$ cat src/rtl/bus_select_arbiter_if.sv
// Bus-select handshake bundle between the control unit's out-enables and the bus mux select.
// master: drives req/hold, observes the registered grant. slave: the arbiter side.
// Ports: req[NUM_SRC], hold -> arbiter; select_code[SEL_W], grant_onehot[NUM_SRC], grant_valid, conflict <- arbiter.
interface bus_select_arbiter_if #(
  parameter int NUM_SRC = 24,
  parameter int SEL_W   = 5
);
  logic [NUM_SRC-1:0] req;
  logic               hold;
  logic [SEL_W-1:0]   select_code;
  logic [NUM_SRC-1:0] grant_onehot;
  logic               grant_valid;
  logic               conflict;

  modport master (
    output req, hold,
    input  select_code, grant_onehot, grant_valid, conflict
  );

  modport slave (
    input  req, hold,
    output select_code, grant_onehot, grant_valid, conflict
  );
endinterface

$ cat src/rtl/bus_select_arbiter.sv
// Round-robin arbiter for 24 bus sources; encodes the winner into the bus-mux select code.
// Latency: req/hold sampled at edge N, grant registered and valid for cycle N+1; all outputs are flops.
// Backpressure: none; 'hold' extends ownership, bounded to MAX_HOLD cycles while others are pending.
// Ports: clk, clr_n (async active-low), bus (slave modport: req, hold in; select_code,
//        grant_onehot, grant_valid, conflict out).
module bus_select_arbiter #(
  parameter int               NUM_SRC   = 24,
  parameter int               SEL_W     = 5,
  parameter int               MAX_HOLD  = 8,
  parameter logic [SEL_W-1:0] IDLE_CODE = 5'b11111
) (
  input  logic                 clk,
  input  logic                 clr_n,
  bus_select_arbiter_if.slave  bus
);

  localparam int IDX_W = (NUM_SRC > 1) ? $clog2(NUM_SRC) : 1;
  localparam int HC_W  = (MAX_HOLD > 1) ? $clog2(MAX_HOLD) : 1;
  localparam logic [IDX_W-1:0] LAST_IDX  = IDX_W'(NUM_SRC - 1);
  localparam logic [HC_W-1:0]  HOLD_LAST = HC_W'(MAX_HOLD - 1);

  logic [IDX_W-1:0]   ptr_q, ptr_d;
  logic [IDX_W-1:0]   cur_q, cur_d;
  logic [HC_W-1:0]    hold_cnt_q, hold_cnt_d;
  logic [SEL_W-1:0]   select_code_q, select_code_d;
  logic [NUM_SRC-1:0] grant_onehot_q, grant_onehot_d;
  logic               grant_valid_q, grant_valid_d;
  logic               conflict_q, conflict_d;

  logic               others_pending;
  logic               limit_hit;
  logic               keep;
  logic               found;
  logic [IDX_W-1:0]   winner;
  logic [IDX_W:0]     scan_idx;

  always_comb begin
    others_pending = 1'b0;
    limit_hit      = 1'b0;
    keep           = 1'b0;
    found          = 1'b0;
    winner         = '0;
    scan_idx       = '0;

    ptr_d          = ptr_q;
    cur_d          = cur_q;
    hold_cnt_d     = '0;
    select_code_d  = IDLE_CODE;
    grant_onehot_d = '0;
    grant_valid_d  = 1'b0;
    conflict_d     = ($countones(bus.req) > 1);

    // While a grant is live, grant_onehot_q marks cur, so masking it off leaves the competitors.
    others_pending = |(bus.req & ~grant_onehot_q);
    limit_hit      = (hold_cnt_q == HOLD_LAST) && others_pending;
    keep           = grant_valid_q && bus.hold && bus.req[cur_q] && !limit_hit;

    // Rotating scan from ptr. ptr is always cur+1 after a grant, so a forced release
    // naturally starts the scan just past the current owner.
    for (int i = 0; i < NUM_SRC; i++) begin
      scan_idx = {1'b0, ptr_q} + (IDX_W+1)'(i);
      if (scan_idx >= (IDX_W+1)'(NUM_SRC)) begin
        scan_idx = scan_idx - (IDX_W+1)'(NUM_SRC);
      end
      if (!found && bus.req[scan_idx[IDX_W-1:0]]) begin
        found  = 1'b1;
        winner = scan_idx[IDX_W-1:0];
      end
    end

    if (keep) begin
      select_code_d  = select_code_q;
      grant_onehot_d = grant_onehot_q;
      grant_valid_d  = 1'b1;
      hold_cnt_d     = (hold_cnt_q == HOLD_LAST) ? hold_cnt_q : hold_cnt_q + 1'b1;
    end else if (found) begin
      cur_d          = winner;
      select_code_d  = SEL_W'(winner);
      grant_onehot_d = NUM_SRC'(1) << winner;
      grant_valid_d  = 1'b1;
      ptr_d          = (winner == LAST_IDX) ? '0 : winner + 1'b1;
    end
  end

  always_ff @(posedge clk or negedge clr_n) begin
    if (!clr_n) begin
      ptr_q          <= '0;
      cur_q          <= '0;
      hold_cnt_q     <= '0;
      select_code_q  <= IDLE_CODE;
      grant_onehot_q <= '0;
      grant_valid_q  <= 1'b0;
      conflict_q     <= 1'b0;
    end else begin
      ptr_q          <= ptr_d;
      cur_q          <= cur_d;
      hold_cnt_q     <= hold_cnt_d;
      select_code_q  <= select_code_d;
      grant_onehot_q <= grant_onehot_d;
      grant_valid_q  <= grant_valid_d;
      conflict_q     <= conflict_d;
    end
  end

  assign bus.select_code  = select_code_q;
  assign bus.grant_onehot = grant_onehot_q;
  assign bus.grant_valid  = grant_valid_q;
  assign bus.conflict     = conflict_q;

endmodule

$ cat src/flat_wrapper.sv
// flat-port wrapper written by rule: the top's interface ports become plain ports
module bus_select_arbiter_flat 
#(
  parameter int               NUM_SRC   = 24,
  parameter int               SEL_W     = 5,
  parameter int               MAX_HOLD  = 8,
  parameter logic [SEL_W-1:0] IDLE_CODE = 5'b11111
)
  (clk, clr_n, bus_req, bus_hold, bus_select_code, bus_grant_onehot, bus_grant_valid, bus_conflict);
  bus_select_arbiter_if #(.NUM_SRC(NUM_SRC), .SEL_W(SEL_W)) bus_i ();
  input  logic clk;
  input  logic clr_n;
  input wire logic [$bits(bus_i.req)-1:0] bus_req;
  input wire logic [$bits(bus_i.hold)-1:0] bus_hold;
  output wire logic [$bits(bus_i.select_code)-1:0] bus_select_code;
  output wire logic [$bits(bus_i.grant_onehot)-1:0] bus_grant_onehot;
  output wire logic [$bits(bus_i.grant_valid)-1:0] bus_grant_valid;
  output wire logic [$bits(bus_i.conflict)-1:0] bus_conflict;
  assign bus_i.req = bus_req;
  assign bus_i.hold = bus_hold;
  assign bus_select_code = bus_i.select_code;
  assign bus_grant_onehot = bus_i.grant_onehot;
  assign bus_grant_valid = bus_i.grant_valid;
  assign bus_conflict = bus_i.conflict;
  bus_select_arbiter #(.NUM_SRC(NUM_SRC), .SEL_W(SEL_W), .MAX_HOLD(MAX_HOLD), .IDLE_CODE(IDLE_CODE)) u_core (.clk(clk), .clr_n(clr_n), .bus(bus_i));
endmodule
$ cat config.mk
export PLATFORM = sky130hd
export DESIGN_NAME = bus_select_arbiter_flat
export DESIGN_NICKNAME = d
export VERILOG_FILES = /design/src/rtl/bus_select_arbiter_if.sv /design/src/rtl/bus_select_arbiter.sv /design/src/flat_wrapper.sv
export SDC_FILE = /design/constraint.sdc
export NUM_CORES = 1
export LEC_CHECK = 0
export CORE_MARGIN = 1
export CORE_UTILIZATION = 68
export CTS_BUF_LIST = sky130_fd_sc_hd__clkbuf_2
export CTS_CLUSTER_SIZE = 40
export DETAILED_ROUTE_END_ITERATION = 7
export PLACE_DENSITY = 0.9
export SYNTH_ARGS = -nofsm -noshare
export SYNTH_HDL_FRONTEND = slang
export SYNTH_SLANG_ARGS = --single-unit
$ cat constraint.sdc
create_clock -name clk -period 19.13 [get_ports clk]
set_input_delay 4.7825 -clock clk [delete_from_list [all_inputs] [get_ports clk]]
set_output_delay 4.7825 -clock clk [all_outputs]
set_load 0.03 [all_outputs]
==> flow_summary.yaml, run 1 <==
global_routing:
  antenna_found_initial: 2
  first_global_vias: 9022
  grt_usage_pct: 48.1
  grt_overflow: 0
  grt_max_degree: 46
  grt_pass1_wl_um: 49300
routing:
  highest_layer: "met5"
  met2_length_um: 13900
  avgViaCountPerCell: 7.56
  drc: 0
  met3_length_um: 3990
  wire_per_inst_um: 24.9
  ant_nets: 0
  vias: 9580
  first_pass_iters: 5
  routed_wl_um: 31500
  wirelength_met1_um: 11300
  dr.first_iter.drc_count: 1572
layout:
  multi_input_area_mm2: 0.00723
  ff_latch_area_mm2: 0.00111
  final_common_cell: "nand2_1"
  fin_nets: 1193
  area_growth_pct: 6.71
  fill_cells: 956
  final_layout_size_suffix_gt1_share_pct: 12.6
  final_cell_mix: "nand2_1, a21oi_1, inv_1"
synth:
  yosysWarnings: 0
  seq_area_frac_synth_pct: 12.3
  synth.net_count: 1189
  ys_async_sr_fraction_pct: 100
  ys_seq_elements: 44
  syn_inst: 1089
  avgSynthCellArea_um2: 8.26
  yosysUniqueCellTypes: 111
  synth-edff-count: 0
  synth_ff_type: "dfrtp_1"
  netlist_area_mm2: 0.00899
timing:
  period_needed_ns: 10.02
  tns_ns: 0
  timing.final.crit_share_pct: 52.4
  rsz0062_at_grt: "no"
  slew_headroom_pct: 14.6
  maxSlewViolCount: 0
  setup_violations: 0
  max_slew.worst_pin.slew_ns: 1.26
  finalHoldViolations: 0
  finClkSkew_ns: 0.0148
  max_freq_mhz: 99.8
floorplan:
  coreArea_mm2: 0.0128
  row_count: 41
  io_pins: 58
  die_w_um: 117
  start_util_pct: 70.4
  die_h_um: 117
  dieArea_mm2: 0.0137
setup_path:
  path_class: "primary input to flip-flop"
  critPathSlowestCell: "or4_1"
  cpMostUsedCell: "and3_1"
  path_buf_inv: 2
  start_kind: "primary input"
  worstPathMaxFanout: 10
  worstPathArrival_ns: 10.41
  cp_top_family: "simple AND/OR/NAND/NOR gates"
  cpPeakStageDelay_ns: 0.68
  cp-end-kind: "flip-flop"
  crit_path_cell_trace: "clkdlybuf4s50_1 -> mux2_2 -> mux4_2 -> and3_1 -> or4_1 -> nor4_4 -> and3_1 -> nand2_1 -> o221ai_2 -> a211oi_1 -> a211oi_2 -> ha_1 -> inv_1 -> or3_1 -> a311o_1"
  cp.required_ns: 19.52
cts:
  clk_latency_ns: 0.47
  htreeDepth: 2
  cts_sinks: 44
  hold_buffers: 0
  cts_resized: 0
  cts-root-buf: "clkbuf_2"
  cts_buffer_depth: 2
  postCtsSetupBuffers: 0
  cts_tree: "yes"
  cts_buffers: 5
  cts.clk_slew.worst_paths_ns: 0.24
hold_path:
  hold_class: "flip-flop to flip-flop"
placed_design:
  place_congestion: 1.04
  hpwl_um: 22900
  io_buffers: 57
status:
  status: "completed"
flow_run:
  drv_cap: 0
cells by family (layout without fill, tap and decap cells):
group           Yosys count  after routing  share of synthesized area, %
compound gates          321            321                          26.1
simple gates            380            380                          23.2
fa+ha+maj                73             73                          11.7
other cells               0              1                             0
mux                      99             99                          16.1
xor+xnor                 31             31                          3.40
flops                    44             44                          12.3
buf+inv                 141            146                          7.22
path summary, 6_finish.rpt:
| path | from | end | slack (ns) | depth (start not counted) |
|---|---|---|---|---|
| setup / recovery | bus_req[17] | u_core.ptr_q[3] | 9.11 | 15 |
| hold / removal | u_core.bus.select_code[0] | u_core.bus.select_code[0] | 0.48 | 2 |
| setup reg to reg | u_core.ptr_q[1] | u_core.ptr_q[3] | 11.63 | 21 |
| hold reg to reg | u_core.bus.select_code[0] | u_core.bus.select_code[0] | 0.48 | 2 |
| max in group asynchronous | clr_n | u_core.ptr_q[1] | 14.05 | 1 |
| min in group asynchronous | clr_n | u_core.bus.grant_onehot[7] | 4.44 | 1 |
synth_stat cells, drive strengths merged (5+ instances only):
cell	n	area, µm²
nand2	98	373
a21oi	72	372
inv	67	251
ha	54	676
nor2	50	188
mux2i	46	460
nand3	43	243
o21ai	41	205
buf	39	267
dfrtp	39	976
nor3	37	210
clkbuf	34	128
mux4	34	766
xnor2	28	272
and3	22	138
fa	19	380
mux2	19	218
nor2b	18	113
o31ai	16	125
or3	16	100
a211oi	15	123
o22ai	15	93.8
a31oi	14	87.6
nor4	14	103
and2	13	83.8
nand4	13	87.6
a22o	12	105
o211ai	12	95.1
o21a	12	90.1
a21boi	11	82.6
nand2b	11	68.8
a21o	10	82.6
or2	10	65.1
or4	8	60.1
a2111oi	7	68.8
a221oi	7	67.6
nor3b	7	52.6
a32o	6	60.1
a32oi	6	71.3
nand3b	6	45.0
o221ai	6	65.1
a211o	5	43.8
a22oi	5	37.5
dfstp	5	131
nor4b	5	71.3
final cells by class:
class	instances	area share, %
Multi-Input combinational cell	904	75.4
Sequential cell	44	11.6
Timing Repair Buffer	70	6.91
Inverter	68	2.66
Tap cell	172	2.24
Clock inverter	3	0.939
Clock buffer	5	0.261
Antenna cell	1	0.0261
stage by stage:
stage	worst slack [ns]	hold slack, ns	cell area [µm²]	util, %	cells
floorplan	10.04	0.486	8990	-	1089
finish	9.11	0.477	9590	75.1	1267
global placement	8.89	0.448	9480	74.2	1258
global route	8.95	0.495	9590	75.1	1266
detailed placement	8.74	0.450	9480	74.2	1258
CTS	9.24	0.480	9590	75.1	1266
tightest hold or removal path: stages (launching register included):
cell and delay, ns:
dfstp_2 0.43, inv_1 0.04, a21oi_1 0.05
registers in the layout, indices dropped and copies added, names as in the netlist:
register and cells:
u_core.bus.conflict 1, u_core.bus.grant_onehot 24, u_core.bus.grant_valid 1, u_core.bus.select_code 5, u_core.cur_q 5, u_core.hold_cnt_q 3, u_core.ptr_q 5
routing by layer:
metal,vias to the layer above,GRT usage [%]
met5,-,0
met1,4518,58.5
met4,2,33.8
met3,175,15.0
li1,4153,-
met2,732,72.8
Power of run 1 is not shown: default switching activity piles up to over one toggle a cycle in this logic, so the estimate is an artifact.
==> run 2: changes to the inputs <==
--- a/config.mk
+++ b/config.mk
@@ -6,11 +6,11 @@
 export NUM_CORES = 1
 export LEC_CHECK = 0
 export CORE_MARGIN = 1
-export CORE_UTILIZATION = 68
+export CORE_UTILIZATION = 63
 export CTS_BUF_LIST = sky130_fd_sc_hd__clkbuf_2
 export CTS_CLUSTER_SIZE = 40
 export DETAILED_ROUTE_END_ITERATION = 7
-export PLACE_DENSITY = 0.9
+export PLACE_DENSITY = 0.84
 export SYNTH_ARGS = -nofsm -noshare
 export SYNTH_HDL_FRONTEND = slang
 export SYNTH_SLANG_ARGS = --single-unit
==> constraint.sdc (replaced) <==
create_clock -name clk -period 9.65 [get_ports clk]
set_input_delay 2.4125 -clock clk [delete_from_list [all_inputs] [get_ports clk]]
set_output_delay 2.4125 -clock clk [all_outputs]
set_load 0.03 [all_outputs]
==> run 2 against run 1 <==
Sequential share of layout area about the same. Critical path type unchanged. Wire length fell by 1.1%. Global-route usage decreased by 4.8 points.
==> flow_summary.yaml, run 2 (same netlist as run 1, synthesis figures left out) <==
routing:
  wire_per_inst_um: 24.4
  ant_nets: 0
  first_pass_iters: 5
  drc: 0
  avgViaCountPerCell: 7.41
  vias: 9468
  dr.first_iter.drc_count: 1232
  routed_wl_um: 31200
cts:
  cts_buffers: 5
  cts_sinks: 44
  postCtsSetupBuffers: 0
  cts.clk_slew.worst_paths_ns: 0.24
  cts_resized: 0
  cts_buffer_depth: 2
  htreeDepth: 2
  clk_latency_ns: 0.42
  cts_tree: "yes"
  cts-root-buf: "clkbuf_2"
  hold_buffers: 0
layout:
  largest_reg_flops: 24
  fill_cells: 1137
  final_common_cell: "nand2_1"
  fin_cells: 1277
  final_layout_size_suffix_gt1_share_pct: 12.9
  fin_nets: 1196
  diodes: 0
  multi_input_area_mm2: 0.00723
  final_cell_mix: "nand2_1, a21oi_1, inv_1"
  ff_latch_area_mm2: 0.00111
  area_growth_pct: 6.50
timing:
  timing.final.crit_share_pct: 80.0
  maxSlewViolCount: 0
  max_freq_mhz: 129
  period_needed_ns: 7.72
  slew_headroom_pct: 27.3
  rsz0062_at_grt: "no"
  finClkSkew_ns: 0.0260
  max_slew.worst_pin.slew_ns: 1.09
  finalHoldViolations: 0
  finalHoldWorstSlack_ns: 0.477
  setup_violations: 0
  tns_ns: 0
setup_path:
  r2r-end: "u_core.ptr_q[3]"
  path_buf_inv: 3
  rrSetupSlack_ns: 2.30
  start_kind: "primary input"
  ff2ff_path_depth: 19
  crit_cells: 17
  path_class: "primary input to flip-flop"
  cpPeakStageDelay_ns: 0.60
  crit_path_cell_trace: "clkdlybuf4s50_1 -> mux2_2 -> mux4_2 -> a21boi_1 -> a32oi_4 -> nand3_2 -> nor3_1 -> buf_4 -> and3_1 -> nand2_1 -> o221ai_2 -> a211oi_1 -> a211oi_2 -> ha_1 -> inv_1 -> or3_1 -> a311o_1"
  worstPathMaxFanout: 10
  critPathSlowestCell: "clkdlybuf4s50_1"
  cp.required_ns: 9.99
  cp_top_family: "compound AO/OA/AOI/OAI gates"
  reg2reg_from: "u_core.ptr_q[2]"
  cp-end-kind: "flip-flop"
  worstPathArrival_ns: 8.07
placed_design:
  place_congestion: 1.07
  hpwl_um: 23500
  dp_cells: 1269
  io_buffers: 57
floorplan:
  io_pins: 58
  die_h_um: 121
  coreArea_mm2: 0.0139
  die_w_um: 121
  start_util_pct: 64.8
  row_count: 43
  dieArea_mm2: 0.0148
global_routing:
  grt_pass1_wl_um: 48600
  grt_usage_pct: 43.3
  grt_overflow: 0
  first_global_vias: 8951
  grt_max_degree: 45
  antenna_found_initial: 0
flow_run:
  drv_cap: 0
hold_path:
  hold_end: "u_core.bus.select_code[4]"
  min_from: "u_core.bus.select_code[4]"
  hold-path-cell-count: 2
  hold_class: "flip-flop to flip-flop"
status:
  status: "completed"
[run 2: layout make-up]
type                    instances  area share, %
flip-flops and latches         44           11.6
clock buffers                   6          0.314
repair buffers                 73           7.16
clock inverters                 2          0.366
inverters                      68           2.67
well taps                     180           2.35
multi-input cells             904           75.6
[run 2: per-stage QoR]
| stage | util [%] | setup WS [ns] | area [µm²] |
|---|---|---|---|
| 6_report | 69.0 | 1.93 | 9580 |
| 5_1_grt | 69.0 | 1.74 | 9580 |
| 3_3_place_gp | 68.5 | 1.83 | 9510 |
| 2_1_floorplan | - | 2.92 | 8990 |
| 3_5_place_dp | 68.5 | 1.64 | 9510 |
| 4_1_cts | 69.0 | 2.10 | 9580 |
[run 2: worst max path at each step]
stage	start	to	slack, ns
5_1_grt	bus_req[17]	u_core.ptr_q[3]	1.74
2_1_floorplan	u_core.ptr_q[2]	u_core.ptr_q[3]	2.92
6_report	bus_req[17]	u_core.ptr_q[3]	1.93
3_5_place_dp	bus_req[17]	u_core.ptr_q[3]	1.64
4_1_cts	bus_req[17]	u_core.ptr_q[3]	2.10
3_3_place_gp	bus_req[21]	u_core.ptr_q[3]	1.83
[run 2: worst reg2reg max path, delay by kind of cell (launching register included)]
| kind | cells | cell delay, ns |
|---|---|---|
| and+or+nand+nor | 6 | 2.64 |
| AOI/OAI and AO/OA | 6 | 1.65 |
| adders and majority gates | 3 | 1.03 |
| buffers and inverters | 3 | 0.81 |
| DFF | 1 | 0.74 |
| xor gates and xnor gates | 1 | 0.40 |
[run 2: layer usage]
layer  global-route usage [%]  share of wire (%)  wire [µm]  up-vias
li1                         -                  -          -     4155
met5                        0                  0          0        -
met3                     10.9                 11       3450      171
met4                     29.6                7.8       2440        0
met2                     67.0                 44      13800      707
met1                     52.8                 37      11500     4435
Power of run 2 is left out for the same reason.
==> run 3: changes to the inputs <==
--- a/config.mk
+++ b/config.mk
@@ -6,11 +6,11 @@
 export NUM_CORES = 1
 export LEC_CHECK = 0
 export CORE_MARGIN = 1
-export CORE_UTILIZATION = 63
+export CORE_UTILIZATION = 57
 export CTS_BUF_LIST = sky130_fd_sc_hd__clkbuf_2
 export CTS_CLUSTER_SIZE = 40
 export DETAILED_ROUTE_END_ITERATION = 7
-export PLACE_DENSITY = 0.84
+export PLACE_DENSITY = 0.8
 export SYNTH_ARGS = -nofsm -noshare
 export SYNTH_HDL_FRONTEND = slang
 export SYNTH_SLANG_ARGS = --single-unit
==> constraint.sdc (replaced) <==
create_clock -name clk -period 6.35 [get_ports clk]
set_input_delay 1.5875 -clock clk [delete_from_list [all_inputs] [get_ports clk]]
set_output_delay 1.5875 -clock clk [all_outputs]
set_load 0.03 [all_outputs]
==> run 3 against run 2 <==
Core utilization is 0.11 points higher. Via count is 5.5% higher. First-iteration DRC count is 2.0% higher. Critical path type unchanged. Critical endpoint unchanged.
==> flow_summary.yaml, run 3 (same netlist as run 1, synthesis figures left out) <==
routing:
  ant_nets: 0
  avgViaCountPerCell: 6.98
  first_pass_iters: 7
  wire_per_inst_um: 23.9
  vias: 9985
  routed_wl_um: 34200
  dr.first_iter.drc_count: 1257
  drc: 0
layout:
  utilization_pct: 69.1
  final_layout_size_suffix_gt1_share_pct: 22.1
  largest_reg_flops: 24
  fin_cells: 1431
  fin_nets: 1319
  area_growth_pct: 17.7
  final_cell_mix: "buf_4, nand2_1, a21oi_1"
  final_common_cell: "buf_4"
  fill_cells: 1289
  diodes: 0
timing:
  finalHoldWorstSlack_ns: 0.479
  finClkSkew_ns: 0.0377
  finalHoldViolations: 0
  timing.final.crit_share_pct: 98.4
  setup_violations: 0
  slew_headroom_pct: 28.2
  max_slew.worst_pin.slew_ns: 1.07
  rsz0062_at_grt: "yes"
  maxSlewViolCount: 0
  max_freq_mhz: 160
  fin_ws_ns: 0.105
  period_needed_ns: 6.25
setup_path:
  r2r-end: "u_core.ptr_q[3]"
  start_kind: "primary input"
  critPathSlowestCell: "o31ai_1"
  worstPathArrival_ns: 6.58
  reg2reg_from: "u_core.ptr_q[1]"
  cp.required_ns: 6.68
  worstPathMaxFanout: 8
  cp-end-kind: "flip-flop"
  rrSetupSlack_ns: 0.25
  path_buf_inv: 4
  crit_path_cell_trace: "clkdlybuf4s50_1 -> buf_4 -> mux2i_1 -> mux4_2 -> nor3_1 -> or2_0 -> o31ai_1 -> nand4_1 -> buf_4 -> nor4_1 -> nand2_1 -> o221ai_2 -> o21ai_1 -> a211oi_2 -> ha_2 -> inv_1 -> or3_1 -> a311o_1"
  path_class: "primary input to flip-flop"
  ff2ff_path_depth: 19
  cp_top_family: "compound AO/OA/AOI/OAI gates"
  cpMostUsedCell: "buf_4"
  cpPeakStageDelay_ns: 0.60
hold_path:
  hold_class: "flip-flop to flip-flop"
  hold-path-cell-count: 2
  min_from: "u_core.bus.select_code[1]"
  hold_end: "u_core.bus.select_code[1]"
placed_design:
  place_ws_ns: -0.178
  place_congestion: 1.10
  dp_cells: 1423
  io_buffers: 57
  hpwl_um: 26800
cts:
  cts-root-buf: "clkbuf_2"
  hold_buffers: 0
  cts_sinks: 44
  cts.clk_slew.worst_paths_ns: 0.25
  cts_tree: "yes"
  clk_latency_ns: 0.42
  cts_buffer_depth: 2
  cts_buffers: 5
  htreeDepth: 2
global_routing:
  grt_pass1_wl_um: 53900
  grt_overflow: 0
  grt_usage_pct: 43.2
  grt_max_degree: 45
  first_global_vias: 9756
  antenna_found_initial: 0
floorplan:
  io_pins: 58
  dieArea_mm2: 0.0163
  die_h_um: 128
  start_util_pct: 58.7
  row_count: 45
  die_w_um: 128
  coreArea_mm2: 0.0153
status:
  status: "completed"
flow_run:
  drv_cap: 0
-- run 3: cell types whose count changed in the layout (fill, tap and decap cells not counted), sizes merged --
cell  change
buf     +123
-- run 3: final cells by class --
type,instances,area (µm²),share of cell area (%)
inverter,68,256,2.42
clock inverter,2,35.0,0.331
tap,211,264,2.49
clock buffer,6,30.0,0.284
sequential,44,1110,10.5
multi-input combinational,904,7250,68.5
timing repair buffer,196,1630,15.4
-- run 3: repair_timing --
item                                    4_1_cts  5_1_grt
setup buffers                                 0        0
endpoints found under the hold margin         0        0
gates resized for setup                       0        2
endpoints found under the setup margin        0        8
-- run 3: metrics by stage --
step	setup TNS (ns)	area (µm²)
6_report	0	10600
5_1_grt	-0.0359	10600
4_1_cts	0	10600
3_5_place_dp	-0.213	10500
3_3_place_gp	-0.00440	10500
2_1_floorplan	0	9010
-- run 3: how the worst max path moves through the flow --
stage,start,endpoint,depth (start not counted)
after floorplan,u_core.ptr_q[2],u_core.ptr_q[3],28
after global placement,bus_req[16],u_core.ptr_q[3],15
after detailed placement,bus_req[21],u_core.ptr_q[3],15
after CTS,bus_req[21],u_core.ptr_q[3],15
after global routing,u_core.ptr_q[1],u_core.ptr_q[3],21
final,bus_req[16],u_core.ptr_q[3],18
-- run 3: metal layers --
| metal | GRT usage [%] | share of wire [%] |
|---|---|---|
| met5 | 0 | 0 |
| met4 | 28.5 | 7.4 |
| met1 | 54.1 | 38 |
| met3 | 8.33 | 10 |
| met2 | 68.2 | 45 |
-- run 3: worst reg2reg max path, delay by kind of cell, from the launching register on --
family	cells	cell delay, ns
mux	2	0.68
compound gates	5	1.75
flops	1	0.59
simple gates	6	1.47
fa+ha+maj	2	0.80
buf+inv	4	0.77
Power of run 3 is left out for the same reason.
==> RTL edit, RTL diff (config.mk and constraints of run 3) <==
`NUM_SRC` is set to 24 in 3 places; all go to 12.
--- a/src/rtl/bus_select_arbiter_if.sv
+++ b/src/rtl/bus_select_arbiter_if.sv
@@ -2,7 +2,7 @@
 // master: drives req/hold, observes the registered grant. slave: the arbiter side.
 // Ports: req[NUM_SRC], hold -> arbiter; select_code[SEL_W], grant_onehot[NUM_SRC], grant_valid, conflict <- arbiter.
 interface bus_select_arbiter_if #(
-  parameter int NUM_SRC = 24,
+  parameter int NUM_SRC = 12,
   parameter int SEL_W   = 5
 );
   logic [NUM_SRC-1:0] req;
--- a/src/rtl/bus_select_arbiter.sv
+++ b/src/rtl/bus_select_arbiter.sv
@@ -4,7 +4,7 @@
 // Ports: clk, clr_n (async active-low), bus (slave modport: req, hold in; select_code,
 //        grant_onehot, grant_valid, conflict out).
 module bus_select_arbiter #(
-  parameter int               NUM_SRC   = 24,
+  parameter int               NUM_SRC   = 12,
   parameter int               SEL_W     = 5,
   parameter int               MAX_HOLD  = 8,
   parameter logic [SEL_W-1:0] IDLE_CODE = 5'b11111
--- a/src/flat_wrapper.sv
+++ b/src/flat_wrapper.sv
@@ -1,7 +1,7 @@
 // flat-port wrapper written by rule: the top's interface ports become plain ports
 module bus_select_arbiter_flat 
 #(
-  parameter int               NUM_SRC   = 24,
+  parameter int               NUM_SRC   = 12,
   parameter int               SEL_W     = 5,
   parameter int               MAX_HOLD  = 8,
   parameter logic [SEL_W-1:0] IDLE_CODE = 5'b11111
Ports: changed (resized bus_grant_onehot and bus_req); port bits go from 58 to 34. No check against the original RTL was run, so the function may have changed too.
==> RTL edit against run 3 <==
Synthesized cell count decreased by 56%; worst hold slack got worse by 9.8 ps; global-route usage decreased by 12 points; sequential share of layout area increased by 5.6 points; count of clock-buffer cells in the layout decreased by 1; first-iteration DRC count decreased by 75%; setup slack improved by 650 ps; final area decreased by 56%; area after synthesis decreased by 52%; routed wire length decreased by 66%; sequential cell count decreased by 14; die area decreased by 52%; highest routed layer unchanged.
Power is left out: the tool's default activity adds up to more than one toggle a clock period on the data nets, which glitch-free logic cannot reach.
==> RTL edit: results (changes against run 3) <==
[hold_path]
worstHoldStart = u_core.bus.select_code[2]  ; was u_core.bus.select_code[1]

[worst_setup_path]
cp_max_fo = 20  ; was 8
crit_arrival_ps = 5880  ; was 6580 ps
r2r_slack_ps = 760  ; was 250 ps
max_stage_delay_ps = 510  ; was 600 ps

[cells_and_area]
clk_share = 0.008805  ; was 0.006149
clkbuf_count = 5  ; was 6
inverters_excl_clock = 41  ; was 68
drive_gt1_frac = 0.1327  ; was 0.2213
synthToLayoutAreaGrowth_pct = 9.176  ; was 17.69%
largest_reg_flops = 12  ; was 24
n_all_buffers = 41  ; was 196
regArea_sq_um = 757.0  ; was 1111 sq um
multi_input_area_share = 0.6868  ; was 0.6852
area_share_nonclk_buffers = 0.08324  ; was 0.1544

[timing]
skew_ps = 16.20  ; was 37.75 ps
whs_ps = 469.5  ; was 479.3 ps

[status]
status = finished, final reports clean  ; unchanged

[synthesis]
ys_types = 92  ; was 111
ys_top_cells_by_count = ha_1, inv_1, nand2_1, dfrtp_1  ; was nand2_1, a21oi_1, inv_1, ha_1, nor2_1
synth_compound_area_frac = 0.2397  ; was 0.2611

[placement]
pre_cts_slack_ps = 449.1  ; was -177.5 ps
io_buffers = 33  ; was 57

[global_route]
use_met2 = 0.5140  ; was 0.6824
track_usage = 0.3156  ; was 0.4323
grtUsageMet3 = 0.04291  ; was 0.08333

[detailed_routing]
dr.pass1.iters = 5  ; was 7
via_per_inst = 6.695  ; was 6.978

## RTL edit: cell count changes after synthesis, sizes merged, moves of 17 or more
| cell | run 3 | this run |
|---|---|---|
| nand2 | 98 | 33 |
| a21oi | 72 | 22 |
| mux2i | 46 | 13 |
| nand3 | 43 | 10 |
| nor2 | 50 | 20 |
| inv | 67 | 39 |
| clkbuf | 34 | 7 |
| buf | 39 | 14 |
| nor3 | 37 | 13 |
| xnor2 | 28 | 7 |
| mux4 | 34 | 15 |
| o21ai | 41 | 24 |
## RTL edit: worst max path at each step
| stage | to | cells past startpoint | slack [ps] | startpoint |
|---|---|---|---|---|
| after floorplan | u_core.bus.grant_onehot[3] | 15 | 1530 | bus_req[6] |
| after global routing | u_core.bus.grant_onehot[11] | 19 | 470 | u_core.ptr_q[1] |
| after detailed placement | u_core.bus.grant_onehot[11] | 15 | 450 | bus_req[4] |
| after CTS | u_core.bus.grant_onehot[11] | 19 | 860 | u_core.ptr_q[1] |
| after global placement | u_core.bus.grant_onehot[11] | 15 | 670 | bus_req[4] |
| final | u_core.bus.grant_onehot[11] | 19 | 760 | u_core.ptr_q[1] |
## RTL edit: layer usage
| metal | vias up | share of wire |
|---|---|---|
| met5 | - | 0 |
| li1 | 1879 | - |
| met4 | 0 | 0.045 |
| met1 | 1938 | 0.42 |
| met2 | 189 | 0.47 |
| met3 | 38 | 0.064 |
## RTL edit: cells by family after synthesis
kind of cell             count (synthesis)
flip-flops                              30
buffers and inverters                   62
adder cells (fa/ha/maj)                 47
AO/OA/AOI/OAI                          138
AND/OR/NAND/NOR                        158
XOR/XNOR                                 9
multiplexers                            33
